## src/rtl/pixel_frame_buffer_pkg.sv

```systemverilog
// Shared definitions for the DVP RX write path: AXI response codes,
// write-slave FSM state encoding and small helper functions.
package pixel_frame_buffer_pkg;

  typedef enum logic [1:0] {
    ST_IDLE = 2'd0,
    ST_DATA = 2'd1,
    ST_RESP = 2'd2
  } pfb_state_e;

  localparam logic [1:0] RESP_OKAY   = 2'b00;
  localparam logic [1:0] RESP_SLVERR = 2'b10;

  function automatic logic [1:0] resp_code(input logic err);
    return err ? RESP_SLVERR : RESP_OKAY;
  endfunction

  // Width able to hold 0..words-1, never narrower than one bit.
  function automatic int cnt_width(input int words);
    return (words > 32'sd1) ? $clog2(words) : 32'sd1;
  endfunction

endpackage

```

## src/rtl/pixel_frame_buffer_if.sv

```systemverilog
// AXI4 write-channel bundle (AW, W, B) between the DVP RX master and the
// frame buffer slave.
interface pixel_frame_buffer_if #(
  parameter int DATA_W       = 32,
  parameter int ADDR_W       = 32,
  parameter int MST_ID_W     = 5,
  parameter int TRANS_RESP_W = 2
);
  logic [MST_ID_W-1:0]     s_awid_i;
  logic [ADDR_W-1:0]       s_awaddr_i;
  logic                    s_awvalid_i;
  logic                    s_awready_o;
  logic [DATA_W-1:0]       s_wdata_i;
  logic                    s_wlast_i;
  logic                    s_wvalid_i;
  logic                    s_wready_o;
  logic [MST_ID_W-1:0]     s_bid_o;
  logic [TRANS_RESP_W-1:0] s_bresp_o;
  logic                    s_bvalid_o;
  logic                    s_bready_i;

  modport master (
    output s_awid_i, s_awaddr_i, s_awvalid_i, s_wdata_i, s_wlast_i, s_wvalid_i, s_bready_i,
    input  s_awready_o, s_wready_o, s_bid_o, s_bresp_o, s_bvalid_o
  );

  modport slave (
    input  s_awid_i, s_awaddr_i, s_awvalid_i, s_wdata_i, s_wlast_i, s_wvalid_i, s_bready_i,
    output s_awready_o, s_wready_o, s_bid_o, s_bresp_o, s_bvalid_o
  );
endinterface

```

## src/rtl/pixel_frame_buffer_frame_word_counter.sv

```systemverilog
// Counts successful SRAM writes and emits a one-cycle done pulse that lines up
// with the registered write strobe of the frame's final word.
module frame_word_counter
  import pixel_frame_buffer_pkg::*;
#(
  parameter int FRAME_WORDS = 4800
) (
  input  logic clk,
  input  logic rst_n,
  input  logic inc_i,
  output logic done_o
);
  localparam int CNT_W = cnt_width(FRAME_WORDS);

  logic [CNT_W-1:0] count_q, count_d;
  logic             done_q, done_d;
  logic             last_s;

  assign last_s = (count_q == CNT_W'(FRAME_WORDS - 1));
  assign done_o = done_q;

  // Next count: wrap to zero on the frame's last word and flag done.
  always_comb begin
    count_d = count_q;
    done_d  = 1'b0;
    if (inc_i) begin
      if (last_s) begin
        count_d = {CNT_W{1'b0}};
        done_d  = 1'b1;
      end else begin
        count_d = count_q + CNT_W'(1);
      end
    end else begin
      count_d = count_q;
    end
  end

  // Counter and done registers.
  always_ff @(posedge clk or negedge rst_n) begin
    if (!rst_n) begin
      count_q <= {CNT_W{1'b0}};
      done_q  <= 1'b0;
    end else begin
      count_q <= count_d;
      done_q  <= done_d;
    end
  end

endmodule

```

## src/rtl/pixel_frame_buffer.sv

```systemverilog
// AXI4 write slave that lands DVP pixel bursts in a word-addressed SRAM and
// flags each completed frame.
module pixel_frame_buffer
  import pixel_frame_buffer_pkg::*;
#(
  parameter int              DATA_W       = 32,
  parameter int              ADDR_W       = 32,
  parameter int              MST_ID_W     = 5,
  parameter int              TRANS_RESP_W = 2,
  parameter int              MEM_ADDR_W   = 14,
  parameter logic [ADDR_W-1:0] BASE_ADDR  = ADDR_W'(32'h2000_0000),
  parameter int              FRAME_WORDS  = 4800
) (
  input  logic                  clk,
  input  logic                  rst_n,
  pixel_frame_buffer_if.slave   s_axi,
  output logic                  mem_wr_en_o,
  output logic [MEM_ADDR_W-1:0] mem_addr_o,
  output logic [DATA_W-1:0]     mem_wdata_o,
  output logic                  frame_done_o
);

  pfb_state_e              state_q, state_d;
  logic                    awready_q, awready_d;
  logic                    wready_q, wready_d;
  logic                    bvalid_q, bvalid_d;
  logic [MST_ID_W-1:0]     bid_q, bid_d;
  logic [TRANS_RESP_W-1:0] bresp_q, bresp_d;
  logic [ADDR_W-1:0]       idx_q, idx_d;
  logic                    addr_bad_q, addr_bad_d;
  logic                    err_q, err_d;
  logic                    wr_en_q, wr_en_d;
  logic [MEM_ADDR_W-1:0]   mem_addr_q, mem_addr_d;
  logic [DATA_W-1:0]       mem_wdata_q, mem_wdata_d;

  logic aw_hs_s, w_hs_s, b_hs_s, beat_oor_s;

  // Word indices at or above the SRAM depth have bits set above MEM_ADDR_W.
  function automatic logic idx_out_of_range(input logic [ADDR_W-1:0] idx);
    return (idx >> MEM_ADDR_W) != {ADDR_W{1'b0}};
  endfunction

  assign aw_hs_s    = s_axi.s_awvalid_i & awready_q;
  assign w_hs_s     = s_axi.s_wvalid_i & wready_q;
  assign b_hs_s     = s_axi.s_bready_i & bvalid_q;
  assign beat_oor_s = addr_bad_q | idx_out_of_range(idx_q);

  assign s_axi.s_awready_o = awready_q;
  assign s_axi.s_wready_o  = wready_q;
  assign s_axi.s_bvalid_o  = bvalid_q;
  assign s_axi.s_bid_o     = bid_q;
  assign s_axi.s_bresp_o   = bresp_q;
  assign mem_wr_en_o       = wr_en_q;
  assign mem_addr_o        = mem_addr_q;
  assign mem_wdata_o       = mem_wdata_q;

  // FSM next state, beat addressing, error tracking and SRAM write staging.
  always_comb begin
    state_d     = state_q;
    bid_d       = bid_q;
    bresp_d     = bresp_q;
    idx_d       = idx_q;
    addr_bad_d  = addr_bad_q;
    err_d       = err_q;
    wr_en_d     = 1'b0;
    mem_addr_d  = mem_addr_q;
    mem_wdata_d = mem_wdata_q;
    case (state_q)
      ST_IDLE: begin
        if (aw_hs_s) begin
          state_d    = ST_DATA;
          bid_d      = s_axi.s_awid_i;
          idx_d      = (s_axi.s_awaddr_i - BASE_ADDR) >> 2'd2;
          addr_bad_d = (s_axi.s_awaddr_i < BASE_ADDR) | (s_axi.s_awaddr_i[1:0] != 2'b00);
        end else begin
          state_d = ST_IDLE;
        end
      end
      ST_DATA: begin
        if (w_hs_s) begin
          idx_d = idx_q + ADDR_W'(1);
          // Out-of-range beats are swallowed; only the sticky flag records them.
          if (beat_oor_s) begin
            err_d = 1'b1;
          end else begin
            wr_en_d     = 1'b1;
            mem_addr_d  = idx_q[MEM_ADDR_W-1:0];
            mem_wdata_d = s_axi.s_wdata_i;
          end
          if (s_axi.s_wlast_i) begin
            state_d = ST_RESP;
            bresp_d = TRANS_RESP_W'(resp_code(err_q | beat_oor_s));
          end else begin
            state_d = ST_DATA;
          end
        end else begin
          state_d = ST_DATA;
        end
      end
      ST_RESP: begin
        if (b_hs_s) begin
          state_d = ST_IDLE;
          err_d   = 1'b0;
        end else begin
          state_d = ST_RESP;
        end
      end
      default: begin
        state_d = ST_IDLE;
      end
    endcase
    awready_d = (state_d == ST_IDLE);
    wready_d  = (state_d == ST_DATA);
    bvalid_d  = (state_d == ST_RESP);
  end

  // State, handshake outputs and SRAM port registers.
  always_ff @(posedge clk or negedge rst_n) begin
    if (!rst_n) begin
      state_q     <= ST_IDLE;
      awready_q   <= 1'b1;
      wready_q    <= 1'b0;
      bvalid_q    <= 1'b0;
      bid_q       <= {MST_ID_W{1'b0}};
      bresp_q     <= {TRANS_RESP_W{1'b0}};
      idx_q       <= {ADDR_W{1'b0}};
      addr_bad_q  <= 1'b0;
      err_q       <= 1'b0;
      wr_en_q     <= 1'b0;
      mem_addr_q  <= {MEM_ADDR_W{1'b0}};
      mem_wdata_q <= {DATA_W{1'b0}};
    end else begin
      state_q     <= state_d;
      awready_q   <= awready_d;
      wready_q    <= wready_d;
      bvalid_q    <= bvalid_d;
      bid_q       <= bid_d;
      bresp_q     <= bresp_d;
      idx_q       <= idx_d;
      addr_bad_q  <= addr_bad_d;
      err_q       <= err_d;
      wr_en_q     <= wr_en_d;
      mem_addr_q  <= mem_addr_d;
      mem_wdata_q <= mem_wdata_d;
    end
  end

  frame_word_counter #(
    .FRAME_WORDS(FRAME_WORDS)
  ) u_frame_cnt (
    .clk   (clk),
    .rst_n (rst_n),
    .inc_i (wr_en_d),
    .done_o(frame_done_o)
  );

endmodule

```

## src/flat_wrapper.sv

```systemverilog
// flat-port wrapper written by rule: the top's interface ports become plain ports
module pixel_frame_buffer_flat import pixel_frame_buffer_pkg::*;
#(
  parameter int              DATA_W       = 32,
  parameter int              ADDR_W       = 32,
  parameter int              MST_ID_W     = 5,
  parameter int              TRANS_RESP_W = 2,
  parameter int              MEM_ADDR_W   = 14,
  parameter logic [ADDR_W-1:0] BASE_ADDR  = ADDR_W'(32'h2000_0000),
  parameter int              FRAME_WORDS  = 4800
)
  (clk, rst_n, mem_wr_en_o, mem_addr_o, mem_wdata_o, frame_done_o, s_axi_s_awid_i, s_axi_s_awaddr_i, s_axi_s_awvalid_i, s_axi_s_wdata_i, s_axi_s_wlast_i, s_axi_s_wvalid_i, s_axi_s_bready_i, s_axi_s_awready_o, s_axi_s_wready_o, s_axi_s_bid_o, s_axi_s_bresp_o, s_axi_s_bvalid_o);
  pixel_frame_buffer_if #(.DATA_W(DATA_W), .ADDR_W(ADDR_W), .MST_ID_W(MST_ID_W), .TRANS_RESP_W(TRANS_RESP_W)) s_axi_i ();
  input  logic clk;
  input  logic rst_n;
  output logic mem_wr_en_o;
  output logic [MEM_ADDR_W-1:0] mem_addr_o;
  output logic [DATA_W-1:0] mem_wdata_o;
  output logic frame_done_o;
  input wire logic [$bits(s_axi_i.s_awid_i)-1:0] s_axi_s_awid_i;
  input wire logic [$bits(s_axi_i.s_awaddr_i)-1:0] s_axi_s_awaddr_i;
  input wire logic [$bits(s_axi_i.s_awvalid_i)-1:0] s_axi_s_awvalid_i;
  input wire logic [$bits(s_axi_i.s_wdata_i)-1:0] s_axi_s_wdata_i;
  input wire logic [$bits(s_axi_i.s_wlast_i)-1:0] s_axi_s_wlast_i;
  input wire logic [$bits(s_axi_i.s_wvalid_i)-1:0] s_axi_s_wvalid_i;
  input wire logic [$bits(s_axi_i.s_bready_i)-1:0] s_axi_s_bready_i;
  output wire logic [$bits(s_axi_i.s_awready_o)-1:0] s_axi_s_awready_o;
  output wire logic [$bits(s_axi_i.s_wready_o)-1:0] s_axi_s_wready_o;
  output wire logic [$bits(s_axi_i.s_bid_o)-1:0] s_axi_s_bid_o;
  output wire logic [$bits(s_axi_i.s_bresp_o)-1:0] s_axi_s_bresp_o;
  output wire logic [$bits(s_axi_i.s_bvalid_o)-1:0] s_axi_s_bvalid_o;
  assign s_axi_i.s_awid_i = s_axi_s_awid_i;
  assign s_axi_i.s_awaddr_i = s_axi_s_awaddr_i;
  assign s_axi_i.s_awvalid_i = s_axi_s_awvalid_i;
  assign s_axi_i.s_wdata_i = s_axi_s_wdata_i;
  assign s_axi_i.s_wlast_i = s_axi_s_wlast_i;
  assign s_axi_i.s_wvalid_i = s_axi_s_wvalid_i;
  assign s_axi_i.s_bready_i = s_axi_s_bready_i;
  assign s_axi_s_awready_o = s_axi_i.s_awready_o;
  assign s_axi_s_wready_o = s_axi_i.s_wready_o;
  assign s_axi_s_bid_o = s_axi_i.s_bid_o;
  assign s_axi_s_bresp_o = s_axi_i.s_bresp_o;
  assign s_axi_s_bvalid_o = s_axi_i.s_bvalid_o;
  pixel_frame_buffer #(.DATA_W(DATA_W), .ADDR_W(ADDR_W), .MST_ID_W(MST_ID_W), .TRANS_RESP_W(TRANS_RESP_W), .MEM_ADDR_W(MEM_ADDR_W), .BASE_ADDR(BASE_ADDR), .FRAME_WORDS(FRAME_WORDS)) u_core (.clk(clk), .rst_n(rst_n), .s_axi(s_axi_i), .mem_wr_en_o(mem_wr_en_o), .mem_addr_o(mem_addr_o), .mem_wdata_o(mem_wdata_o), .frame_done_o(frame_done_o));
endmodule
```

## config.mk

```make
export PLATFORM = sky130hd
export DESIGN_NAME = pixel_frame_buffer_flat
export DESIGN_NICKNAME = d
export VERILOG_FILES = /design/src/rtl/pixel_frame_buffer_pkg.sv /design/src/rtl/pixel_frame_buffer_if.sv /design/src/rtl/pixel_frame_buffer_frame_word_counter.sv /design/src/rtl/pixel_frame_buffer.sv /design/src/flat_wrapper.sv
export SDC_FILE = /design/constraint.sdc
export NUM_CORES = 1
export LEC_CHECK = 0
export CELL_PAD_IN_SITES_DETAIL_PLACEMENT = 1
export CELL_PAD_IN_SITES_GLOBAL_PLACEMENT = 1
export CORE_ASPECT_RATIO = 0.6
export CORE_MARGIN = 3
export CORE_UTILIZATION = 34
export CTS_BUF_LIST = sky130_fd_sc_hd__clkbuf_16
export CTS_CLUSTER_SIZE = 40
export DETAILED_ROUTE_END_ITERATION = 12
export GPL_TIMING_DRIVEN = 0
export PLACE_DENSITY_LB_ADDON = 0.1
export RECOVER_POWER = 100
export SETUP_SLACK_MARGIN = 0.15
export SKIP_LAST_GASP = 1
export SLEW_MARGIN = 0
export SYNTH_ARGS = -nofsm -noshare
export SYNTH_HDL_FRONTEND = slang
export SYNTH_HIERARCHICAL = 1
export SYNTH_SLANG_ARGS = --single-unit
```

## constraint.sdc

```tcl
create_clock -name clk -period 2.9 [get_ports clk]
set_clock_uncertainty 0.1 [all_clocks]
set_input_delay 0.29 -clock clk [delete_from_list [all_inputs] [get_ports clk]]
set_output_delay 0.29 -clock clk [all_outputs]
set_load 0.02 [all_outputs]
```

; Word-level counts from Yosys, hierarchy flattened
; Cells that the tools add are included.
; Widths: inputs -> output; s select.
[classes]
n_mux = 19
n_bitwise = 7
reduce_logical = 11
shifts = 0
div = 0
n_eq_ne = 9
addsub = 3
order_cmp = 1
multipliers = 0
[ops]
columns = cell, count
row1 = $mux 32, 2
row2 = $pmux 32 s2, 1
row3 = $add 32x1->32 const B, 1
row4 = $lt 32x30->1 const B, 1
row5 = $reduce_bool 32->1, 1
row6 = $sub 32x30->32 const B, 1
row7 = $add 13x1->13 const B, 1
row8 = $eq 13x13->1 const B, 1
row9 = $mux 13, 1
row10 = $mux 1, 9
row11 = $reduce_and 3->1, 3
row12 = $mux 2, 4
row13 = $ne 2x1->1 const B, 4
row14 = $pmux 2 s3, 1
row15 = $reduce_bool 2->1, 3
row16 = $eq 2x1->1 const B, 2
row17 = $eq 2x2->1 const B, 2
row18 = $logic_not 2->1, 2
row19 = $reduce_and 4->1, 1
row20 = $and 1x1->1, 3
row21 = $or 1x1->1, 3
row22 = $pmux 1 s2, 1
row23 = $reduce_and 2->1, 1
row24 = $not 1->1, 1
[totals]
n_memories = 0
wordCells = 64
output_inout_bits = 58
latch_bits = 0
regBits = 107
mem_bits_ro = 0
input_bits = 75
ramBits = 0

; Logic depth before layout (Yosys ltp)
[depth]
ltp_word = 6
depth_mapped = 10
mapped_depth_nobuf = 7

; Hierarchy
; Netlist, hierarchy kept.
[modules_own_cells]
columns = mod, seq_area_each_um2, area_per_inst_um2, cells_each, instances
row1 = pixel_frame_buffer, 2303.5, 4408.0, 407, 1
row2 = frame_word_counter, 350.3, 739.5, 68, 1

; Worst setup path after synthesis
; Ideal clock, no wire load.
[synth_timing]
kind = reg-to-reg
from = register u_core.idx_q[16]
to = register u_core.u_frame_cnt.count_q[12]
path_buffers = 3
path_slack_ns = 0.196
arrival_ns = 2.527
t_required_ns = 2.723
setup_time_ns = 0.077
stages_incl_launch_ff = 11
synth_period_minus_slack_ns = 2.704
cell_sequence = dfrtp_1 > nor4_1 > nand4_1 > or4_4 > nor2_2 > buf_6 > buf_8 > buf_4 > nand4_4 > or4_1 > a21oi_1
[synth_via]
elab_chain_len = 5
[synth_lines]
columns = item, line
row1 = from (decl), pixel_frame_buffer.sv:29  ; logic [ADDR_W-1:0] idx_q, idx_d;
row2 = from (signal assigned), pixel_frame_buffer.sv:126  ; idx_q <= {ADDR_W{1'b0}};
row3 = from (signal assigned), pixel_frame_buffer.sv:139  ; idx_q <= idx_d;
row4 = $reduce_bool 32->1, pixel_frame_buffer.sv:40  ; return (idx >> MEM_ADDR_W) != {ADDR_W{1'b0}};
row5 = $or 1x1->1, pixel_frame_buffer.sv:46  ; assign beat_oor_s = addr_bad_q | idx_out_of_range(idx_q);
row6 = $mux 1, pixel_frame_buffer.sv:83  ; if (beat_oor_s) begin
row7 = $mux 1, pixel_frame_buffer.sv:80  ; if (w_hs_s) begin
row8 = $mux 1, pixel_frame_buffer.sv:68  ; case (state_q)
row9 = net u_core.wr_en_d, pixel_frame_buffer.sv:32  ; logic wr_en_q, wr_en_d;
row10 = to (signal assigned), pixel_frame_buffer_frame_word_counter.sv:41  ; count_q <= {CNT_W{1'b0}};
row11 = to (signal assigned), pixel_frame_buffer_frame_word_counter.sv:44  ; count_q <= count_d;
row12 = to (decl), pixel_frame_buffer_frame_word_counter.sv:15  ; logic [CNT_W-1:0] count_q, count_d;
; The timed path passes the listed nets, and every way through them passes these cells.
; A chain may end at the register's enable or synchronous reset.

; Worst setup path after layout
[layout_timing]
from = register u_core.idx_q[19]
to = register u_core.u_frame_cnt.count_q[12]
; The elaborated chain is that of the path after synthesis.

==> run metrics <==
top_reg_cell synth dfrtp_1; H-tree depth 3; top cells by area, synth dfrtp_1 51%, mux2_1 6.3%, mux2_2 5.0%; max-cap violations 0; commonest non-fill, non-tap cells in the layout 100 x dfrtp_1, 73 x clkdlybuf4s50_1, 58 x dlygate4sd3_1; most numerous cell on the critical path or4_4; Syn Inst Count 475; Wirelength per Cell 20.2 µm; CTS Buf Count 9; GPL Wtd Cong 0.900; Synth top area share 51.0%; register bit total from synthesis 106; Hold Path Class flip-flop to flip-flop; layout cells sized above 1 13.2%; largest area contributor in the netlist dfrtp_1; Async SR Flop Fraction 100%; grt ovf 0; Initial Utilization 35.2%; FILL cells 1590; R2R depth 10; Rows 34; total core area 14600 µm²; RR Endpoint u_core/u_frame_cnt/count_q[12]; DRT Pass-1 Iters 5; slowest stage cell, crit path or4_4; RR Startpoint u_core/idx_q[19]; Die Wd 165 µm; Worst-Margin Slew 1.12 ns; status finished clean; Syn Nets 553; Syn. warnings 6; WL met1 8230 µm; # IOs 133; HPWL Detailed 12100 µm; family with the most delay on the worst path simple AND/OR/NAND/NOR gates; most common cell after layout, fill and taps aside dfrtp_1; CP max stage delay 0.47 ns; Setup Crit Path Kind flip-flop to flip-flop; register area 2660 µm²; via count 4568; top layer reached by signal wires met4; Final Critical Period 2.71 ns; CP Cell Sequence nor4_2 -> nand4_1 -> or4_4 -> nor2_4 -> buf_6 -> buf_12 -> buf_8 -> nand4_4 -> or4_4 -> a21oi_1; Clock Latency Late Sink 0.35 ns; initial antenna violation count 0; crit share post-route 93.5%; DP Cell Count 805; Inserted Diodes 0; hold_sp u_core/s_axi.s_bresp_o[1]; CTS Buffer Depth 2; mapped cell area 5150 µm²; DRC 0; WP data arrival 2.88 ns; die height 101 µm; Setup-failing EPs final 0; post-route ant nets 0; multi-input logic area 2340 µm²; largest net degree at the start of global routing 65; Hold Crit Depth 2; RSZ-0062 raised after global routing true; max-slew violations 0; clock-pin transition on the worst setup and hold timing paths 0.07 ns; CTS Root Cell clkbuf_16; CP Launch Type flip-flop; global-route wire length before repair 26700 µm; Yosys cell types 63; WP depth 10; final hold vios 0; Tot GR Track Use 20.6%; Layout Cells excl Fill 833; vias in the first global route 4704; WL final 16800 µm; pwr/cell area 751 nW/µm²; Worst Hold End u_core/s_axi.s_bresp_o[1]; Clock Sinks 106; die area 16700 µm²; fmax 0.369 GHz; CP Capture Type flip-flop; worst-path fanout max 4; Buf/Inv on CP 3; met3 routed WL 1380 µm; Vias/cell 5.48; Iter 0 DRT Violations 343; Post-Route Utilization 48.9%; IO Port Bufs 131; r2r setup slk 0.19 ns; layout net count 708; area grow syn2layout 39.0%; Max transition margin 25.1%; syn avg cell area 10.8 µm²; Leakage 3.19 nW; register area share after synthesis 51.6%; worst endpoint required time 3.07 ns; VDD IR max 380 µV; CTS tree built; Post-synth EDFFs 0; DR WL met2 7020 µm
## cell type report
type / count / area share, %
clock inverters: 7 / 1.05
well taps: 198 / 3.46
inverters: 9 / 0.472
clock buffers: 9 / 3.15
repair buffers: 144 / 19.6
flip-flops and latches: 106 / 37.2
multi-input cells: 332 / 32.7
plain buffers: 28 / 2.45
## tightest hold or removal path, stage by stage, from the launching register on
cell and delay (ns):
dfrtp_1 0.34, nand2_1 0.04, o21ai_0 0.06
## Yosys cell counts, types with 5 or more instances
master and count:
dfrtp_1 105, a21oi_1 43, nand2_1 36, mux2_1 29, mux2_2 23, nor2_1 20, o21ai_0 20, nand4_1 17
clkbuf_1 16, nand3_1 16, nor3_1 14, o22ai_1 11, inv_1 9, nor4_1 9, or3_1 6, or4_1 6
a31oi_1 5, and3_1 5, nor2b_1 5, o31ai_1 5
## where the power goes
group / leakage, nW / switching, W / internal, W
Clock: 0.145 / 0.000581 / 0.000677
Combinational: 1.69 / 0.00122 / 0.000715
Sequential: 1.36 / 0.000401 / 0.00178
Total: 3.19 / 0.00220 / 0.00318
## metal layers
| metal | GRT usage (%) | vias up |
|---|---|---|
| met5 | 0 | - |
| met4 | 4.38 | 0 |
| met3 | 5.31 | 15 |
| met2 | 29.0 | 161 |
| met1 | 31.8 | 2306 |
| li1 | - | 2086 |
## worst max-delay path by stage
stage / start / to
finish: u_core/idx_q[19] / u_core/u_frame_cnt/count_q[12]
global route: u_core/idx_q[19] / u_core/u_frame_cnt/count_q[5]
CTS: u_core/addr_bad_q / u_core/u_frame_cnt/count_q[5]
detailed placement: u_core/idx_q[23] / u_core/u_frame_cnt/count_q[12]
global placement: rst_n / u_core/s_axi.s_bid_o[3]
floorplan: u_core/idx_q[16] / u_core/u_frame_cnt/count_q[12]
## cells by family (layout without fill, tap and decap cells)
logic type	after synthesis	in the layout	share of synthesized area, %
flops	106	106	51.6
other cells	1	1	0.0729
xor+xnor	7	7	1.19
mux	53	53	11.6
fa+ha+maj	3	3	0.729
compound gates	108	108	12.9
simple gates	160	160	18.2
buf+inv	37	197	3.86
## state kept, by name, summed over array words and instances (netlist names), 2 cells and up
signal                      count
u_core/idx_q                   32
u_core/mem_addr_o              14
u_core/mem_wdata_o             32
u_core/s_axi.s_bid_o            5
u_core/state_q                  2
u_core/u_frame_cnt/count_q     13
## timing repair
item	4_1_cts	5_1_grt
gates resized for setup	18	3
setup buffers	10	1
endpoints found under the setup margin	13	8
endpoints found under the hold margin	41	0
pin swaps	9	6
hold buffers	1	0
## per-stage QoR
stage	hold WS (ns)	power, W	instance area [µm²]	worst slack (ns)	TNS, ns
2_1_floorplan	-0.106	0.00321	5150	0.196	0
3_3_place_gp	0.366	0.00398	6710	-2.88	-303.95
3_5_place_dp	0.243	0.00405	6730	-0.339	-1.35
4_1_cts	0.390	0.00541	7190	0.130	0
5_1_grt	0.393	0.00571	7150	0.0447	0
6_report	0.374	0.00537	7150	0.189	0
(Power assumes the default switching activity.)
